--- src/rtl/line_burst_adaptor_pkg.sv ---
// Shared types and helpers for the LLC-line to memory-burst adaptor.
package line_burst_adaptor_pkg;

  typedef enum logic [1:0] {
    StIdle,
    StRd,
    StWr,
    StDone
  } state_e;

  // Widest address the alignment helper handles.
  localparam int unsigned MaxAddrW = 64;

  function automatic logic [MaxAddrW-1:0] align_addr(input logic [MaxAddrW-1:0] addr,
                                                     input int unsigned         ofs_w);
    logic [MaxAddrW-1:0] mask;
    mask = '1;
    mask = mask << ofs_w;
    return addr & mask;
  endfunction

endpackage

--- src/rtl/burst_watchdog.sv ---
// Counts consecutive active cycles without a memory handshake and flags expiry
// on the cycle the count would reach TIMEOUT_CYC.
module burst_watchdog #(
  parameter int unsigned TIMEOUT_CYC = 0
) (
  input  logic clk,
  input  logic reset_n,
  input  logic active,
  input  logic resp_i,
  output logic expired
);

  if (TIMEOUT_CYC == 0) begin : g_off
    assign expired = 1'b0;
    logic unused_wd;
    assign unused_wd = ^{clk, reset_n, active, resp_i};
  end else begin : g_on
    localparam int unsigned CntW = $clog2(TIMEOUT_CYC + 1);

    logic [CntW-1:0] cnt_q, cnt_d;

    always_comb begin
      cnt_d = '0;
      if (active && !resp_i) cnt_d = cnt_q + 1'b1;
    end

    always_ff @(posedge clk or negedge reset_n) begin
      if (!reset_n) cnt_q <= '0;
      else          cnt_q <= cnt_d;
    end

    assign expired = active && !resp_i && (cnt_q == CntW'(TIMEOUT_CYC - 1));
  end

endmodule

--- src/rtl/line_burst_adaptor.sv ---
// Bridges single-line LLC transactions to multi-beat memory bursts, with a
// latched write buffer, line-aligned addressing and an optional response watchdog.
module line_burst_adaptor
  import line_burst_adaptor_pkg::*;
#(
  parameter int unsigned LINE_W      = 256,
  parameter int unsigned BURST_W     = 64,
  parameter int unsigned ADDR_W      = 32,
  parameter int unsigned TIMEOUT_CYC = 0
) (
  input  logic               clk,
  input  logic               reset_n,
  input  logic [LINE_W-1:0]  line_i,
  output logic [LINE_W-1:0]  line_o,
  input  logic [ADDR_W-1:0]  address_i,
  input  logic               read_i,
  input  logic               write_i,
  output logic               resp_o,
  output logic               err_o,
  output logic               busy_o,
  input  logic [BURST_W-1:0] burst_i,
  output logic [BURST_W-1:0] burst_o,
  output logic [ADDR_W-1:0]  address_o,
  output logic               read_o,
  output logic               write_o,
  input  logic               resp_i
);

  localparam int unsigned BEATS = LINE_W / BURST_W;
  localparam int unsigned OFS_W = $clog2(LINE_W / 8);
  localparam int unsigned CNT_W = $clog2(BEATS);

  if ((LINE_W % BURST_W) != 0 || BEATS < 2 || ADDR_W > MaxAddrW) begin : g_param_check
    $error("line_burst_adaptor: LINE_W must be a multiple (>=2) of BURST_W, ADDR_W <= 64");
  end

  state_e             state_q, state_d;
  logic [CNT_W-1:0]   cnt_q, cnt_d;
  logic [LINE_W-1:0]  wbuf_q, wbuf_d;
  logic [LINE_W-1:0]  line_q, line_d;
  logic [BURST_W-1:0] burst_q, burst_d;
  logic [ADDR_W-1:0]  addr_q, addr_d;
  logic               read_q, read_d;
  logic               write_q, write_d;
  logic               err_q, err_d;
  logic               last_beat;
  logic               expired;
  logic [ADDR_W-1:0]  addr_aligned;

  assign last_beat    = (cnt_q == CNT_W'(BEATS - 1));
  assign addr_aligned = ADDR_W'(align_addr(MaxAddrW'(address_i), OFS_W));

  burst_watchdog #(
    .TIMEOUT_CYC(TIMEOUT_CYC)
  ) u_watchdog (
    .clk    (clk),
    .reset_n(reset_n),
    .active ((state_q == StRd) || (state_q == StWr)),
    .resp_i (resp_i),
    .expired(expired)
  );

  always_comb begin
    state_d = state_q;
    cnt_d   = cnt_q;
    wbuf_d  = wbuf_q;
    line_d  = line_q;
    burst_d = burst_q;
    addr_d  = addr_q;
    read_d  = read_q;
    write_d = write_q;
    err_d   = 1'b0;
    case (state_q)
      StIdle: begin
        cnt_d = '0;
        // Write wins a collision; a held read is picked up after DONE.
        if (write_i) begin
          wbuf_d  = line_i;
          burst_d = line_i[BURST_W-1:0];
          addr_d  = addr_aligned;
          write_d = 1'b1;
          state_d = StWr;
        end else if (read_i) begin
          addr_d  = addr_aligned;
          read_d  = 1'b1;
          state_d = StRd;
        end
      end
      StRd: begin
        if (expired) begin
          read_d  = 1'b0;
          err_d   = 1'b1;
          state_d = StDone;
        end else if (resp_i) begin
          line_d[int'(cnt_q)*BURST_W +: BURST_W] = burst_i;
          cnt_d = cnt_q + 1'b1;
          if (last_beat) begin
            read_d  = 1'b0;
            state_d = StDone;
          end
        end
      end
      StWr: begin
        if (expired) begin
          write_d = 1'b0;
          err_d   = 1'b1;
          state_d = StDone;
        end else if (resp_i) begin
          cnt_d = cnt_q + 1'b1;
          if (last_beat) begin
            write_d = 1'b0;
            state_d = StDone;
          end else begin
            burst_d = wbuf_q[(int'(cnt_q) + 1)*BURST_W +: BURST_W];
          end
        end
      end
      StDone: begin
        state_d = StIdle;
      end
      default: begin
        state_d = StIdle;
      end
    endcase
  end

  always_ff @(posedge clk or negedge reset_n) begin
    if (!reset_n) begin
      state_q <= StIdle;
      cnt_q   <= '0;
      wbuf_q  <= '0;
      line_q  <= '0;
      burst_q <= '0;
      addr_q  <= '0;
      read_q  <= 1'b0;
      write_q <= 1'b0;
      err_q   <= 1'b0;
    end else begin
      state_q <= state_d;
      cnt_q   <= cnt_d;
      wbuf_q  <= wbuf_d;
      line_q  <= line_d;
      burst_q <= burst_d;
      addr_q  <= addr_d;
      read_q  <= read_d;
      write_q <= write_d;
      err_q   <= err_d;
    end
  end

  assign line_o    = line_q;
  assign burst_o   = burst_q;
  assign address_o = addr_q;
  assign read_o    = read_q;
  assign write_o   = write_q;
  assign resp_o    = (state_q == StDone);
  assign err_o     = err_q;
  assign busy_o    = (state_q != StIdle);

endmodule

--- config.mk ---
export PLATFORM = sky130hd
export DESIGN_NAME = line_burst_adaptor
export DESIGN_NICKNAME = d
export VERILOG_FILES = /design/src/rtl/line_burst_adaptor_pkg.sv /design/src/rtl/burst_watchdog.sv /design/src/rtl/line_burst_adaptor.sv
export SDC_FILE = /design/constraint.sdc
export NUM_CORES = 1
export LEC_CHECK = 0
export BUFFER_PORTS_ARGS = -buffer_cell sky130_fd_sc_hd__buf_2
export CORE_AREA = 2 2 278 280
export CTS_CLUSTER_SIZE = 25
export DETAILED_ROUTE_END_ITERATION = 8
export DIE_AREA = 0 0 280 282
export MAX_ROUTING_LAYER = met4
export PLACE_DENSITY = 0.53
export SLEW_MARGIN = 25
export SYNTH_ARGS = -nofsm -noshare
export SYNTH_HDL_FRONTEND = slang
export SYNTH_SLANG_ARGS = --single-unit
--- constraint.sdc ---
create_clock -name clk -period 3.1 [get_ports clk]
set_input_delay 0.31 -clock clk [delete_from_list [all_inputs] [get_ports clk]]
set_output_delay 0.31 -clock clk [all_outputs]
set_load 0.005 [all_outputs]
==> summary.txt <==
Run status
  – Status: finished, final reports clean

Finish
  – Synthesis-to-layout area growth: 40.9%
  – Fraction of layout cells with a size suffix above 1: 37.2%
  – Final core area utilization: 43.3%
  – Layout net count: 3400

STA
  – Slew @ Worst Pin: 1.01 ns
  – F_max: 0.383 GHz
  – Fin crit share: 84.3%
  – Slew Limit Headroom: 32.7%
  – Clock Skew: 0.0236 ns
  – Setup Viol. Count Final: 0
  – Fin. Hold Viols: 0
  – Fin. max-slew vios: 0
  – Fin crit period: 2.61 ns
  – Total Neg Setup Slack: 0 ns
  – RSZ-0062 raised after global routing: no
  – Hold slack: 0.0639 ns

Logic synthesis
  – Commonest cells in the netlist: 545 x dfrtp_1, 409 x nand2_1, 227 x o21ai_0
  – Synth Cell Area: 0.0233 mm2
  – Synth Register Bits: 545
  – Most frequent cell after synthesis: dfrtp_1
  – Cells after Synth: 2109
  – Synth area leaders: dfrtp_1 59%, mux2_2 7.5%, nand2_1 6.6%
  – Top cell type's share of synthesized area: 58.6%
  – Number of enable flip-flop cells after synthesis: 0
  – Post-synth ARST share: 100%
  – Syn. warnings: 0
  – Seq/Total Area, Yosys: 58.6%
  – Synth Flop Type: dfrtp_1
  – Syn Area/Cell: 11.0 um2
  – Library cells used by synthesis: 42
  – Leading area contributor after synthesis: dfrtp_1

Detailed routing
  – Routed wire per std cell: 20.7 um
  – Iteration-0 DRC Markers: 1068
  – DRT met1 WL: 34.0 mm
  – Highest metal used: met4
  – Via-per-instance ratio: 4.87
  – Antenna Nets Post-Route: 0
  – Wire length on met2: 41.4 mm
  – Metal3 WL: 5.63 mm
  – Drt pass-1 iters: 5
  – Final WL: 84.4 mm
  – DRC: 0
  – Vias post-DR: 19.9k

Worst setup path
  – Worst Path Arrival: 3.15 ns
  – Worst reg2reg setup slack: 0.49 ns
  – Worst setup SP type: flop
  – WS Path Type: reg -> reg
  – Setup crit end kind: flop
  – Max FO, Critical Path: 57
  – Worst EP required: 3.63 ns

Global route
  – Tot GR Track Use: 21.4%
  – Initial antenna violation count: 17
  – Total congestion overflow: 0
  – Vias in the first global route: 20.6k
  – First-pass GRT wire length: 126 mm
  – Largest net degree at the start of global routing: 118

Place
  – Port bufs: 702
  – Post-DP HPWL: 56.2 mm
  – Routability cong.: 0.858

Hold path
  – HP Class: in -> reg

Power
  – Pwr Density: 822 mW/mm2
  – Leakage: 0.0156 uW
  – Final Power: 27000 uW
  – VDD IR max: 0.000848 V

Clocking
  – CTS Buffer Depth: 3
  – Clock root buffer: clkbuf_16
  – Clock sink total: 545
  – Post-cts resize count: 0
  – # H-tree levels: 2
  – Latest clock arrival within the worst-skew pair: 0.64 ns
  – CTS tree: yes
  – Reg clk slew, reported paths: 0.07 ns
  – Num CTS Buffers: 61

Die
  – Starting Density: 30.8%
  – IO Count: 714
  – Die footprint: 0.0790 mm2
  – Row Count: 101
  – Core Area: 0.0757 mm2
  – Die X: 280 um
  – Die height: 282 um

Flow run
  – Max-Cap Viols: 0
-- timing repair --
| item | CTS | global route |
|---|---|---|
| setup buffers | 0 | 0 |
| endpoints found under the hold margin | 527 | 0 |
| hold buffers | 286 | 0 |
-- cell type report --
cell class | count | area, um2
diodes | 17 | 42.5
well taps | 978 | 1220
multi-input cells | 1258 | 8400
clock inverters | 23 | 300
clock buffers | 88 | 1750
fillers | 7181 | 42900
repair buffers | 1032 | 6930
inverters | 134 | 503
flip-flops and latches | 545 | 13600
-- stage by stage --
stage,worst slack (ns),cells,area (um2)
after global placement,0.580,3661,27800
after detailed placement,0.518,3661,27800
after floorplan,0.873,2114,23300
after global routing,0.290,4074,32800
after CTS,0.476,4058,32800
final,0.486,4075,32800
-- sequential cells by signal, indices dropped and copies added (netlist names) --
register	flops
state_q	2
wbuf_q	192
cnt_q	2
read_o	1
address_o	27
burst_o	64
write_o	1
line_o	256
-- cells in the final DEF, fill, tap and decap left out, types with 66 or more instances in the layout --
cell type | Yosys | routed
a22o_1 | 86 | 86
o21ai_0 | 227 | 227
inv_1 | 134 | 133
mux2i_1 | 66 | 66
buf_2 | 60 | 701
dfrtp_1 | 545 | 543
nand2_1 | 409 | 409
dlygate4sd3_1 | 0 | 286
mux2_2 | 156 | 156
-- critical path, stage by stage, from the launching register on --
cell and delay, ns:
dfrtp_4 0.65, inv_1 0.18, ha_1 0.59, nor4b_2 0.42, buf_12 0.34, nand2_1 0.10
o21ai_0 0.18
-- power by group --
group | total (uW) | internal (uW) | switching, uW
registers | 10600 | 9390 | 1200
clock network | 7430 | 4400 | 3040
logic | 8940 | 4150 | 4790
total | 27000 | 17900 | 9030
-- routing by layer --
layer	global-route usage (%)	vias up
li1	-	9129
met1	24.7	9835
met2	35.6	693
met3	5.20	199
met4	8.56	0
met5	-	-
-- cell families after synthesis --
group	count (synthesis)	share of synthesized area, %
simple gates	494	8.97
other cells	1	0.0161
compound gates	525	15.6
fa+ha+maj	11	0.591
buf+inv	311	5.90
mux	222	10.4
flops	545	58.6
-- path summary, 6_finish.rpt --
kind / start / end / cells past startpoint
hold / removal: line_i[44] / burst_o[44]$_DFFE_PN0P_ / 4
max in group asynchronous: reset_n / wbuf_q[120]$_DFFE_PN0P_ / 3
hold reg to reg: line_o[214]$_DFFE_PN0P_ / line_o[214]$_DFFE_PN0P_ / 2
setup reg to reg: cnt_q[0]$_DFFE_PN0P_ / line_o[154]$_DFFE_PN0P_ / 6
min in group asynchronous: reset_n / line_o[233]$_DFFE_PN0P_ / 2
setup / recovery: cnt_q[0]$_DFFE_PN0P_ / line_o[154]$_DFFE_PN0P_ / 6
No activity file was read; power rests on OpenSTA's default activity.
